## config.mk

```make
export PLATFORM = sky130hd
export DESIGN_NAME = tinyqv_qspi_fetch
export DESIGN_NICKNAME = d
export VERILOG_FILES = /design/src/rtl/tinyqv_qspi_fetch.sv
export SDC_FILE = /design/constraint.sdc
export NUM_CORES = 1
export LEC_CHECK = 0
export BUFFER_PORTS_ARGS = -buffer_cell sky130_fd_sc_hd__buf_4
export CAP_MARGIN = 0
export CORE_AREA = 2 2 93 86
export CTS_CLUSTER_DIAMETER = 150
export DETAILED_ROUTE_END_ITERATION = 10
export DIE_AREA = 0 0 95 88
export PLACE_DENSITY = 0.65
export SKIP_CTS_REPAIR_TIMING = 1
export SLEW_MARGIN = 25
export SYNTH_ARGS = -nofsm -noshare
export SYNTH_HDL_FRONTEND = slang
export SYNTH_SLANG_ARGS = --single-unit
```

## constraint.sdc

```tcl
create_clock -name clk -period 2.4 [get_ports clk]
set_input_delay 0.36 -clock clk [delete_from_list [all_inputs] [get_ports clk]]
set_output_delay 0.36 -clock clk [all_outputs]
set_load 0.02 [all_outputs]
```

## src/rtl/tinyqv_qspi_fetch.sv

```systemverilog
// QSPI continuous-read (XIP) instruction fetch front end for TinyQV.
// Sends quad address + mode byte, waits out dummy cycles, then streams bytes to the CPU.
module tinyqv_qspi_fetch #(
  parameter int ADDR_BITS    = 24,
  parameter int DUMMY_CYCLES = 4
) (
  input  logic                 clk,
  input  logic                 rstn,
  input  logic [ADDR_BITS-2:0] instr_addr,
  input  logic                 instr_fetch_restart,
  input  logic                 instr_fetch_stall,
  output logic                 instr_fetch_started,
  output logic                 instr_fetch_stopped,
  output logic [7:0]           instr_data_in,
  output logic                 instr_ready,
  output logic                 spi_clk_out,
  output logic                 spi_cs_n,
  output logic [3:0]           spi_data_out,
  output logic [3:0]           spi_data_oe,
  input  logic [3:0]           spi_data_in
);

  typedef enum logic [2:0] {S_IDLE, S_ADDR, S_MODE, S_DUMMY, S_DATA, S_CSH} state_t;

  localparam logic [7:0] ADDR_LAST  = 8'(ADDR_BITS/4 - 1);
  localparam logic [7:0] DUMMY_LAST = 8'(DUMMY_CYCLES - 1);

  state_t               state_q, state_d;
  logic [7:0]           cnt_q, cnt_d;
  logic                 ph_q, ph_d;
  logic                 sck_q, sck_d;
  logic                 cs_n_q, cs_n_d;
  logic [3:0]           oe_q, oe_d;
  logic [3:0]           dout_q, dout_d;
  logic [ADDR_BITS-1:0] addr_q, addr_d;
  logic [3:0]           hi_q, hi_d;
  logic                 nib_q, nib_d;
  logic [7:0]           data_q, data_d;
  logic                 started_q, started_d;
  logic                 stopped_q, stopped_d;
  logic                 ready_q, ready_d;
  logic [ADDR_BITS-1:0] start_addr;

  assign start_addr = {instr_addr, 1'b0};

  always_comb begin
    state_d   = state_q;
    cnt_d     = cnt_q;
    ph_d      = ph_q;
    sck_d     = sck_q;
    cs_n_d    = cs_n_q;
    oe_d      = oe_q;
    dout_d    = dout_q;
    addr_d    = addr_q;
    hi_d      = hi_q;
    nib_d     = nib_q;
    data_d    = data_q;
    started_d = 1'b0;
    stopped_d = 1'b0;
    ready_d   = 1'b0;
    case (state_q)
      S_IDLE: begin
        if (instr_fetch_restart) begin
          state_d   = S_ADDR;
          cnt_d     = '0;
          ph_d      = 1'b0;
          sck_d     = 1'b0;
          cs_n_d    = 1'b0;
          oe_d      = 4'hF;
          dout_d    = start_addr[ADDR_BITS-1 -: 4];
          addr_d    = {start_addr[ADDR_BITS-5:0], 4'h0};
          started_d = 1'b1;
        end
      end
      S_CSH: begin
        if (cnt_q == 8'd1) state_d = S_IDLE;
        else               cnt_d   = cnt_q + 8'd1;
      end
      default: begin
        // started_q marks the start cycle, where a still-high restart is not an abort
        if (instr_fetch_restart && !started_q) begin
          state_d   = S_CSH;
          cnt_d     = '0;
          cs_n_d    = 1'b1;
          sck_d     = 1'b0;
          oe_d      = 4'h0;
          nib_d     = 1'b0;
          stopped_d = 1'b1;
        end else begin
          ph_d = ~ph_q;
          // ph_q=0 is a rising slot; a stalled slot keeps SCK low for the full 2-cycle period
          if (!ph_q) begin
            sck_d = !(state_q == S_DATA && instr_fetch_stall);
          end else begin
            sck_d = 1'b0;
            if (sck_q) begin
              case (state_q)
                S_ADDR: begin
                  if (cnt_q == ADDR_LAST) begin
                    state_d = S_MODE;
                    cnt_d   = '0;
                    dout_d  = 4'hA;
                  end else begin
                    cnt_d  = cnt_q + 8'd1;
                    dout_d = addr_q[ADDR_BITS-1 -: 4];
                    addr_d = {addr_q[ADDR_BITS-5:0], 4'h0};
                  end
                end
                S_MODE: begin
                  if (cnt_q == 8'd0) begin
                    cnt_d  = 8'd1;
                    dout_d = 4'h0;
                  end else begin
                    state_d = S_DUMMY;
                    cnt_d   = '0;
                    oe_d    = 4'h0;
                  end
                end
                S_DUMMY: begin
                  if (cnt_q == DUMMY_LAST) begin
                    state_d = S_DATA;
                    cnt_d   = '0;
                    nib_d   = 1'b0;
                  end else begin
                    cnt_d = cnt_q + 8'd1;
                  end
                end
                S_DATA: begin
                  if (!nib_q) begin
                    hi_d  = spi_data_in;
                    nib_d = 1'b1;
                  end else begin
                    data_d  = {hi_q, spi_data_in};
                    nib_d   = 1'b0;
                    ready_d = 1'b1;
                  end
                end
                default: ;
              endcase
            end
          end
        end
      end
    endcase
  end

  always_ff @(posedge clk or negedge rstn) begin
    if (!rstn) begin
      state_q   <= S_IDLE;
      cnt_q     <= '0;
      ph_q      <= 1'b0;
      sck_q     <= 1'b0;
      cs_n_q    <= 1'b1;
      oe_q      <= 4'h0;
      dout_q    <= 4'h0;
      addr_q    <= '0;
      hi_q      <= 4'h0;
      nib_q     <= 1'b0;
      data_q    <= 8'h00;
      started_q <= 1'b0;
      stopped_q <= 1'b0;
      ready_q   <= 1'b0;
    end else begin
      state_q   <= state_d;
      cnt_q     <= cnt_d;
      ph_q      <= ph_d;
      sck_q     <= sck_d;
      cs_n_q    <= cs_n_d;
      oe_q      <= oe_d;
      dout_q    <= dout_d;
      addr_q    <= addr_d;
      hi_q      <= hi_d;
      nib_q     <= nib_d;
      data_q    <= data_d;
      started_q <= started_d;
      stopped_q <= stopped_d;
      ready_q   <= ready_d;
    end
  end

  assign instr_fetch_started = started_q;
  assign instr_fetch_stopped = stopped_q;
  assign instr_data_in       = data_q;
  assign instr_ready         = ready_q;
  assign spi_clk_out         = sck_q;
  assign spi_cs_n            = cs_n_q;
  assign spi_data_out        = dout_q;
  assign spi_data_oe         = oe_q;

endmodule

```

# [After elaboration in Yosys (flattened, before gate mapping)]
# Index checks and enable logic that the tools add are counted.
[word_totals] regBits=62 input_bits=31 out_inout_bits=21 elab_cells=137
[op_classes] add_sub_neg=1 n_eq_ne=19 mux=66 bitwise=5 n_reduce_logical=32
[op_table] operator="24-bit 2-to-1 mux" count=6
[op_table] operator="8-bit 2-to-1 mux" count=7
[op_table] operator="4-bit 2-to-1 mux" count=12
[op_table] operator="24-bit one-hot mux with 2 select lines" count=1
[op_table] operator="3-bit 2-to-1 mux" count=8
[op_table] operator="4-bit one-hot mux with 2 select lines" count=3
[op_table] operator="8-bit one-hot mux with 3 select lines" count=1
[op_table] operator="1-bit 2-to-1 mux" count=21
[op_table] operator="6-bit AND reduction" count=3
[op_table] operator="8-bit one-hot mux with 2 select lines" count=1
[op_table] operator="5-bit != test, second input constant" count=3
[op_table] operator="3-bit nonzero test" count=5
[op_table] operator="7-bit AND reduction" count=2
[op_table] operator="2-bit nonzero test" count=6
[op_table] operator="5-bit AND reduction" count=2
[op_table] operator="3-bit one-hot mux with 3 select lines" count=1
[op_table] operator="8-bit by 1-bit adder with 8-bit output, second input constant" count=1
[op_table] operator="8-bit by 1-bit equality test with 1-bit output, second input constant" count=1
[op_table] operator="8-bit by 2-bit equality test with 1-bit output, second input constant" count=1
[op_table] operator="8-bit by 3-bit equality test with 1-bit output, second input constant" count=1
[op_table] operator="8-bit zero test" count=1
[op_table] operator="1-bit one-hot mux with 2 select lines" count=4
[op_table] operator="8-bit AND reduction" count=1
[op_table] operator="4-bit nonzero test" count=2
[op_table] operator="16 further kinds" count=29

# [Logic depth before layout (Yosys ltp)]
# Gate-level depths: netlist of the first run.
[depth] ltp_word=7 mapped_depth=7 ltp_nobuf=7

# [Least setup slack after synthesis of the first run]
# No wires, ideal clock.
[synth_timing] path_kind="register to register" startpoint="register state_q[1]" endpoint="register state_q[0]" setup_time_ps=125 arrival_ps=1803 required_ps=2275 setup_slack_ps=472 path_stages_with_launch=6 path_buffers=0 synth_period_minus_slack_ps=1928 path_cell_list="dfrtp_1 -> or4b_4 -> o2111ai_2 -> o211ai_2 -> a211o_1 -> mux2_4"
[synth_via] elab_chain_len=6 elab_cells_between_ends=19 classes_between="eq/ne: 9; mux: 5; reduce/logical: 5"
[synth_rtl] item="from (decl)" line="28" rtl="state_t state_q, state_d;"
[synth_rtl] item="from (signal assigned)" line="164" rtl="state_q <= state_d;"
[synth_rtl] item="3-bit by 2-bit equality test with 1-bit output / 3-bit by 1-bit equality test with 1-bit output (equally long branches)" line="97" rtl="case (state_q)"
[synth_rtl] item="3-bit one-hot mux with 3 select lines" line="97"
[synth_rtl] item="3-bit 2-to-1 mux" line="96" rtl="if (sck_q) begin"
[synth_rtl] item="3-bit 2-to-1 mux" line="92" rtl="if (!ph_q) begin"
[synth_rtl] item="3-bit 2-to-1 mux" line="81" rtl="if (instr_fetch_restart && !started_q) begin"
[synth_rtl] item="3-bit one-hot mux with 2 select lines" line="61" rtl="case (state_q)"
# Parallel ways exist; a longest one is shown, timed or not. The select of a mux whose other input is x is not followed.
# A chain may end at the register's enable or synchronous reset.

# [Worst setup path in the final report of the first run]
[layout_timing] startpoint="register cnt_q[1]" endpoint="register state_q[0]"
[layout_via] elab_chain_len=3 elab_cells_between_ends=9 classes_between="eq/ne: 7; reduce/logical: 2"
[layout_rtl] item="from (decl)" line="29" rtl="logic [7:0] cnt_q, cnt_d;"
[layout_rtl] item="from (signal assigned)" line="165" rtl="cnt_q <= cnt_d;"
[layout_rtl] item="8-bit by 2-bit equality test with 1-bit output, or another cell as far along" line="120" rtl="if (cnt_q == DUMMY_LAST) begin"
[layout_rtl] item="5-bit != test (no source line) / 2-bit != test (equally long branches)"
[layout_rtl] item="8-bit AND reduction (no source line) *"
# Every way passes the cells marked *; elsewhere a longest branch is shown, timed or not.

==> qor.csv, run 1 <==
stage,metric,value,unit
status,status,completed,
placed_design,placed cell count,412,
logic_synthesis,synth warn,0,
power,Worst VDD drop,473,uV
sta,endpoints failing setup,0,
clock_network,total number of H-tree levels,2,
worst_setup_path,Worst setup SP type,flip-flop,
floorplan,Ports,52,
clock_network,CTS tree,built,
detailed_routing,vias per inst,5.46,
sta,Worst Skew,6.22,ps
logic_synthesis,Netlist cell types,56,
floorplan,# rows,30,
floorplan,Core Area,7390,sq um
logic_synthesis,top cell type's share of synthesized area,46.9,%
layout,Syn-to-layout area delta,21.5,%
sta,Final Cycle Share,87.0,%
floorplan,Initial Util,38.3,%
sta,maximum clock rate,479,MHz
logic_synthesis,compound-gate portion of the synthesized area,19.6,%
layout,final core occ,46.5,%
clock_network,Num CTS Buffers,5,
logic_synthesis,Post-Synthesis Cells,273,
power,total power,3.99,mW
detailed_routing,1st-pass router iterations,6,
grt,Global Route Usage Sum,15.8,%
logic_synthesis,mux cell area share after synthesis,12.2,%
logic_synthesis,Synth top cells by count,"53 x dfrtp_1, 23 x a21oi_1, 17 x nor2_1",
clock_network,clk sinks,54,
logic_synthesis,Post-Syn Area,2830,sq um
worst_setup_path,Critical Path RT,2610,ps
sta,Worst slew margin,53.8,%
grt,largest net degree at the start of global routing,55,
logic_synthesis,Post-Syn Nets,307,
logic_synthesis,most frequent cell after synthesis,dfrtp_1,
worst_setup_path,Worst Path Arrival,2300,ps
grt,initial antenna violation count,0,
detailed_routing,antenna-violating nets left,0,
layout,layout cells sized above 1,25.0,%
logic_synthesis,"flops & latches, synth",54,
sta,Tmin final,2090,ps
logic_synthesis,Post-synth EDFFs,0,
logic_synthesis,ys flop type,dfrtp_1,
grt,global-route wire length before repair,10.4,mm
sta,final worst slack,311,ps
detailed_routing,drt drc,0,
detailed_routing,DR iter-0 viols,199,
sta,max-slew violation count,0,
clock_network,Max clock buf depth,2,
placed_design,placed inst area,3330,sq um
grt,Congestion Overflow GR,0,
power,Pwr per Cell Area,1160,nW/um^2
worst_setup_path,Worst Setup End Kind,flip-flop,
logic_synthesis,"FFs w/ async S/R, synth",100,%
worst_setup_path,Worst Path Max Fanout,4,
layout,Layout Cells excl Fill,420,
grt,vias in the first global route,2069,
min_path,Hold Crit Class,in -> async,
logic_synthesis,Area contributors post-synth,"dfrtp_1 47%, mux2_1 5.6%, mux2i_1 5.3%, a21oi_1 4.1%, a31oi_1 3.3%",
placed_design,"worst slack, placed",316,ps
logic_synthesis,main combinational cell family by area after synthesis,compound AO/OA/AOI/OAI gates,
job,MaxCap Viol Count,0,
sta,final-report hold violation count,0,
clock_network,clk_lat worst skew,310,ps
floorplan,Die Wd,95,um
placed_design,Placer Congestion,0.839,
detailed_routing,via count,2294,
floorplan,Die H,88,um
layout,Final Cell Area,3440,sq um
logic_synthesis,adder-cell share of the synthesized area,1.68,%
layout,diode count,0,
layout,nets@finish,357,
sta,Setup Total Neg Slack,0,ps
logic_synthesis,Post-Synth XOR/XNOR Area,0,%
detailed_routing,drt total wl,6.26,mm
worst_setup_path,kind of critical path,reg -> reg,
logic_synthesis,Mean Syn Cell Area,10.4,sq um
clock_network,clock root cell,clkbuf_8,
sta,Final Hold Slack,71.2,ps
detailed_routing,routed len/inst,14.9,um
placed_design,HPWL Detailed,4.34,mm
clock_network,"Reg clk slew, reported paths",90,ps
sta,Worst Tran Pin Value,692,ps
power,Leakage,1.56,nW
logic_synthesis,sequential share of the synthesized area,47.8,%
sta,RSZ-0062 raised after global routing,no,
placed_design,I/O Buffers,51,
floorplan,DIE AREA,8360,sq um
logic_synthesis,Post-Synth Simple-Gate Area,14.9,%
logic_synthesis,"area leader, netlist",dfrtp_1,
[placed cells by master, fill, tap and decap left out, types with 2 or more instances in the layout]
cell type,Yosys,final
buf_4,3,61
dfrtp_1,53,53
a21oi_1,23,23
nor2_1,17,17
nand2_1,15,15
mux2i_1,15,15
a31oi_1,15,15
mux2_1,14,14
nand2b_1,9,9
nor3_1,9,9
inv_1,7,7
o211ai_1,6,6
nand3_1,5,5
nor2b_1,5,5
clkbuf_8,0,5
a22o_1,4,4
o21ai_1,5,4
o22ai_1,3,3
o31ai_1,3,3
ha_1,3,3
a211oi_1,2,2
nand4_1,2,2
o21ai_2,1,2
nor4b_1,2,2
a21o_1,2,2
and3_1,2,2
o21ai_0,2,2
o221ai_1,2,2
a32o_1,2,2
mux2_2,2,2
clkbuf_1,13,2
[where the power goes]
| part | internal [mW] | switching, mW | leakage (nW) |
|---|---|---|---|
| Combinational | 0.850 | 1.10 | 0.831 |
| Sequential | 1.21 | 0.219 | 0.674 |
| Clock | 0.313 | 0.293 | 0.0524 |
[logic make-up after synthesis]
logic type	after synthesis
simple gates	77
buf+inv	25
compound gates	81
mux	32
flops	54
fa+ha+maj	4
[flip-flops by register name, summed over array words and instances, names as in the netlist]
register and cells:
instr_ready 1, ph_q 1, spi_data_out 4, hi_q 4, instr_data_in 8, cnt_q 8
instr_fetch_stopped 1, spi_clk_out 1, state_q 3, spi_cs_n 1, nib_q 1, addr_q 19
instr_fetch_started 1, spi_data_oe 1
[worst max-delay path, cell delays in order, from the launching register on]
cell	delay [ps]
dfrtp_1	420
inv_1	90
ha_1	200
nor4b_1	350
a21o_1	190
o211ai_2	110
a211o_1	320
mux2_4	310
[cell type report]
cell class	instances	area (sq um)
sequential	54	1350
timing repair buffer	61	458
clock buffer	7	76.3
multi-input combinational	194	1370
tap	96	120
clock inverter	1	30.0
inverter	7	26.3
fill	723	3960
[metal layers]
metal  vias to the layer above  share of wire, %  global-route usage (%)
met5                         -                 0                       0
met4                         0               1.3                    5.40
met3                         5               4.2                    2.41
met2                        58                42                    21.8
met1                      1112                52                    24.9
li1                       1119                 -                       -
[path summary, 6_finish.rpt]
path / start / end / slack (ps) / cells after the start
worst max-delay path: cnt_q[1]$_DFFE_PN0P_ / state_q[0]$_DFFE_PN0P_ / 310 / 7
max in group asynchronous: rstn / addr_q[15]$_DFFE_PN0P_ / 1850 / 1
min in group clk: instr_addr[0] / addr_q[5]$_DFFE_PN0P_ / 260 / 2
worst min-delay path: rstn / instr_data_in[0]$_DFFE_PN0P_ / 70 / 1
worst min register to register: hi_q[1]$_DFFE_PN0P_ / hi_q[1]$_DFFE_PN0P_ / 490 / 1
worst max register to register: cnt_q[1]$_DFFE_PN0P_ / state_q[0]$_DFFE_PN0P_ / 310 / 7
Power figures use the tool's default switching activity.
==> run 2: changes to the inputs <==
==> constraint.sdc (replaced) <==
create_clock -name clk -period 2.4 [get_ports clk]
set_input_delay 0.48 -clock clk [delete_from_list [all_inputs] [get_ports clk]]
set_output_delay 0.48 -clock clk [all_outputs]
set_load 0.02 [all_outputs]
==> qor.csv, run 2 (synthesized netlist as in run 1, its figures left out) <==
stage,metric,value,unit
worst_setup_path,Worst setup SP type,flip-flop,
clock_network,clk_lat worst skew,310,ps
layout,FF+latch area,1350,sq um
worst_setup_path,CP max-delay cell,or4b_4,
layout,Syn-to-layout area delta,21.8,%
detailed_routing,routed len/inst,14.6,um
job,MaxCap Viol Count,0,
floorplan,Die Wd,95,um
grt,Congestion Overflow GR,0,
detailed_routing,DR iter-0 viols,127,
layout,nets@finish,357,
grt,largest net degree at the start of global routing,55,
floorplan,Ports,52,
sta,endpoints failing setup,0,
sta,RSZ-0062 raised after global routing,no,
grt,global-route wire length before repair,10.4,mm
grt,vias in the first global route,2135,
clock_network,CTS tree,built,
sta,Setup Total Neg Slack,0,ps
clock_network,"Reg clk slew, reported paths",90,ps
worst_setup_path,kind of critical path,reg -> reg,
placed_design,I/O Buffers,51,
worst_setup_path,Worst Path Max Fanout,14,
sta,maximum clock rate,467,MHz
worst_setup_path,Critical Path RT,2600,ps
worst_setup_path,CP max stage delay,590,ps
grt,initial antenna violation count,0,
layout,largest reg by FF count,addr_q,
power,Leakage,1.56,nW
floorplan,Initial Util,38.3,%
sta,Final Cycle Share,89.3,%
power,Worst VDD drop,626,uV
worst_setup_path,worst path cell trace,or4b_4 > o2111ai_2 > o211ai_2 > a211o_1 > mux2_4,
worst_setup_path,Crit path max-delay family,compound AO/OA/AOI/OAI gates,
floorplan,DIE AREA,8360,sq um
worst_setup_path,Worst Path Arrival,2340,ps
detailed_routing,drt drc,0,
clock_network,clk sinks,54,
sta,max-slew violation count,0,
sta,Worst Skew,7.27,ps
sta,Tmin final,2140,ps
clock_network,Max clock buf depth,2,
detailed_routing,vias per inst,5.36,
clock_network,total number of H-tree levels,2,
sta,final-report hold violation count,0,
layout,Fill cells,709,
layout,diode count,0,
placed_design,HPWL Detailed,4.41,mm
placed_design,Placer Congestion,0.875,
status,status,completed,
detailed_routing,1st-pass router iterations,4,
power,Pwr per Cell Area,1160,nW/um^2
worst_setup_path,Worst Setup End Kind,flip-flop,
layout,max reg flops,19,
sta,Worst Tran Pin Value,675,ps
detailed_routing,via count,2253,
detailed_routing,antenna-violating nets left,0,
layout,multi-input logic area,1370,sq um
grt,Global Route Usage Sum,15.9,%
clock_network,clock root cell,clkbuf_8,
floorplan,Core Area,7390,sq um
sta,Worst slew margin,55.0,%
layout,layout cells sized above 1,25.3,%
clock_network,Num CTS Buffers,5,
floorplan,# rows,30,
detailed_routing,drt total wl,6.15,mm
floorplan,Die H,88,um
layout,"commonest non-fill, non-tap cells in the layout","61 x buf_4, 53 x dfrtp_1, 23 x a21oi_1, 17 x nor2_1",
worst_setup_path,Buf/Inv on CP,0,
min_path,Hold Crit Class,in -> async,
power,total power,4.00,mW
layout,"commonest non-fill, non-tap cell in the layout",buf_4,
## run 2: final timing paths
path	startpoint	end	slack, ps	cells after the start
hold / removal	rstn	instr_data_in[0]$_DFFE_PN0P_	190	1
setup reg to reg	state_q[0]$_DFFE_PN0P_	state_q[0]$_DFFE_PN0P_	260	5
setup / recovery	state_q[0]$_DFFE_PN0P_	state_q[0]$_DFFE_PN0P_	260	5
max in group asynchronous	rstn	addr_q[15]$_DFFE_PN0P_	1740	1
min in group clk	spi_data_in[1]	instr_data_in[1]$_DFFE_PN0P_	390	2
hold reg to reg	hi_q[3]$_DFFE_PN0P_	instr_data_in[7]$_DFFE_PN0P_	490	1
## run 2: stage by stage
step                      setup slack (ps)  instance area, sq um  hold WS (ps)  cells  util [%]
final                                  257                  3450           187    420      46.6
after global routing                   147                  3450           254    420      46.6
after CTS                              276                  3450           218    420      46.6
after detailed placement               249                  3330           470    412      45.0
after global placement                 300                  3330           459    412      45.0
after floorplan                        472                  2830           184    273         -
## run 2: power by group
part,internal [mW],switching (mW),total [mW]
logic,0.846,1.06,1.91
clock network,0.340,0.288,0.629
registers,1.21,0.250,1.46
## run 2: final cells by class
| type | count | share of cell area [%] |
|---|---|---|
| clock inverter | 1 | 0.871 |
| sequential | 54 | 39.3 |
| multi-input combinational | 194 | 39.8 |
| tap | 96 | 3.49 |
| timing repair buffer | 61 | 13.3 |
| inverter | 7 | 0.763 |
| clock buffer | 7 | 2.51 |
## run 2: routing by layer
layer	up-vias	global-route usage, %	share of wire (%)
met1	1070	24.3	52
met5	-	0	0
met2	64	22.2	41
met4	0	6.06	1.6
li1	1113	-	-
met3	6	3.01	5.3
==> run 3: changes to the inputs <==
--- a/config.mk
+++ b/config.mk
@@ -11,7 +11,7 @@
 export CTS_CLUSTER_DIAMETER = 150
 export DETAILED_ROUTE_END_ITERATION = 10
 export DIE_AREA = 0 0 95 88
-export PLACE_DENSITY = 0.65
+export PLACE_DENSITY = 0.57
 export SKIP_CTS_REPAIR_TIMING = 1
 export SLEW_MARGIN = 25
 export SYNTH_ARGS = -nofsm -noshare
==> qor.csv, run 3 (synthesized netlist as in run 1, its figures left out) <==
stage,metric,value,unit
sta,Worst slew margin,54.4,%
worst_setup_path,Crit path max-delay family,compound AO/OA/AOI/OAI gates,
status,status,completed,
placed_design,placed cell count,413,
worst_setup_path,CP max-delay cell,or4b_4,
floorplan,# rows,30,
sta,Final Cycle Share,90.4,%
layout,Layout Cells excl Fill,420,
sta,Final Hold Slack,191,ps
sta,Tmin final,2170,ps
detailed_routing,drt total wl,6.18,mm
grt,global-route wire length before repair,10.6,mm
power,clock share of power,15.0,%
layout,max reg flops,19,
placed_design,I/O Buffers,51,
layout,largest reg by FF count,addr_q,
detailed_routing,antenna-violating nets left,0,
worst_setup_path,Worst Path Arrival,2370,ps
layout,diode count,0,
clock_network,clock root cell,clkbuf_8,
sta,endpoints failing setup,0,
clock_network,total number of H-tree levels,2,
placed_design,"worst slack, placed",233,ps
grt,initial antenna violation count,0,
clock_network,Max clock buf depth,2,
clock_network,clk_lat worst skew,310,ps
placed_design,HPWL Detailed,4.47,mm
grt,Congestion Overflow GR,0,
worst_setup_path,Worst setup SP type,flip-flop,
sta,max-slew violation count,0,
placed_design,Placer Congestion,0.866,
layout,Fill cells,714,
power,Pwr per Cell Area,1160,nW/um^2
floorplan,Die H,88,um
detailed_routing,drt drc,0,
sta,Worst Tran Pin Value,684,ps
grt,Global Route Usage Sum,16.2,%
floorplan,Core Area,7390,sq um
sta,Setup Total Neg Slack,0,ps
power,Sw Pwr,1.61,mW
detailed_routing,DR iter-0 viols,148,
sta,Worst Skew,6.17,ps
floorplan,DIE AREA,8360,sq um
worst_setup_path,worst path cell trace,or4b_4 > o2111ai_2 > o211ai_2 > a211o_1 > mux2_4,
worst_setup_path,Critical Path RT,2600,ps
floorplan,Die Wd,95,um
worst_setup_path,Worst Path Max Fanout,14,
sta,final worst slack,230,ps
clock_network,clk sinks,54,
power,Worst VDD drop,693,uV
worst_setup_path,kind of critical path,reg -> reg,
power,Leakage,1.56,nW
layout,nets@finish,358,
worst_setup_path,CP max stage delay,570,ps
power,sequential group share of total power,36.6,%
power,Gate power share,48.4,%
floorplan,Ports,52,
layout,"commonest non-fill, non-tap cell in the layout",buf_4,
clock_network,Num CTS Buffers,5,
min_path,Hold Crit Class,in -> async,
sta,maximum clock rate,461,MHz
worst_setup_path,Worst Setup End Kind,flip-flop,
power,total power,3.99,mW
clock_network,"Reg clk slew, reported paths",90,ps
sta,RSZ-0062 raised after global routing,no,
power,sw frac,40.4,%
worst_setup_path,Buf/Inv on CP,0,
floorplan,Initial Util,38.3,%
sta,final-report hold violation count,0,
detailed_routing,vias per inst,5.47,
detailed_routing,via count,2297,
detailed_routing,1st-pass router iterations,4,
worst_setup_path,r2r setup slk,230,ps
detailed_routing,routed len/inst,14.7,um
clock_network,CTS tree,built,
layout,Syn-to-layout area delta,21.8,%
power,Pint,2.37,mW
grt,largest net degree at the start of global routing,55,
job,MaxCap Viol Count,0,
layout,"commonest non-fill, non-tap cells in the layout","62 x buf_4, 53 x dfrtp_1, 23 x a21oi_1, 17 x nor2_1",
layout,layout cells sized above 1,25.6,%
grt,vias in the first global route,2099,
-- run 3: per-stage QoR --
step / util (%) / area [sq um]
floorplan: - / 2830
global placement: 45.1 / 3340
detailed placement: 45.1 / 3340
CTS: 46.6 / 3440
global route: 46.6 / 3440
finish: 46.6 / 3440
-- run 3: final cells by class --
class                      count  area (sq um)  share of cell area [%]
sequential                    54          1350                    39.3
tap                           96           120                    3.49
clock inverter                 2          38.8                    1.13
timing repair buffer          62           465                    13.5
multi-input combinational    194          1370                    39.8
clock buffer                   5          68.8                    2.00
inverter                       7          26.3                   0.763
-- run 3: per-layer routing --
metal / routed length [um] / track usage [%]
met4: 44 / 3.69
met2: 2650 / 22.2
met3: 380 / 4.65
met1: 3110 / 25.1
met5: 0 / 0
-- run 3: power groups by stage --
stage	logic (mW)	registers (mW)	clock network [mW]
2_1_floorplan	1.39	1.46	0
3_3_place_gp	1.92	1.48	0
3_5_place_dp	1.94	1.47	0
4_1_cts	1.95	1.45	0.624
5_1_grt	2.16	1.51	0.662
6_report	1.93	1.46	0.598
-- run 3: path summary, 6_finish.rpt --
path	from	to	depth (start not counted)
max in group asynchronous	rstn	ph_q$_DFFE_PN0P_	1
setup / recovery	state_q[2]$_DFFE_PN0P_	state_q[0]$_DFFE_PN0P_	5
min in group clk	spi_data_in[1]	instr_data_in[1]$_DFFE_PN0P_	2
hold / removal	rstn	instr_data_in[3]$_DFFE_PN0P_	1
hold reg to reg	hi_q[2]$_DFFE_PN0P_	instr_data_in[6]$_DFFE_PN0P_	1
setup reg to reg	state_q[2]$_DFFE_PN0P_	state_q[0]$_DFFE_PN0P_	5
-- run 3: worst reg2reg max path: cells and delay by family, from the launching register on --
| family | cells | cell delay (ps) |
|---|---|---|
| muxes | 1 | 320 |
| AOI/OAI and AO/OA | 3 | 630 |
| and+or+nand+nor | 1 | 570 |
| DFF | 1 | 540 |
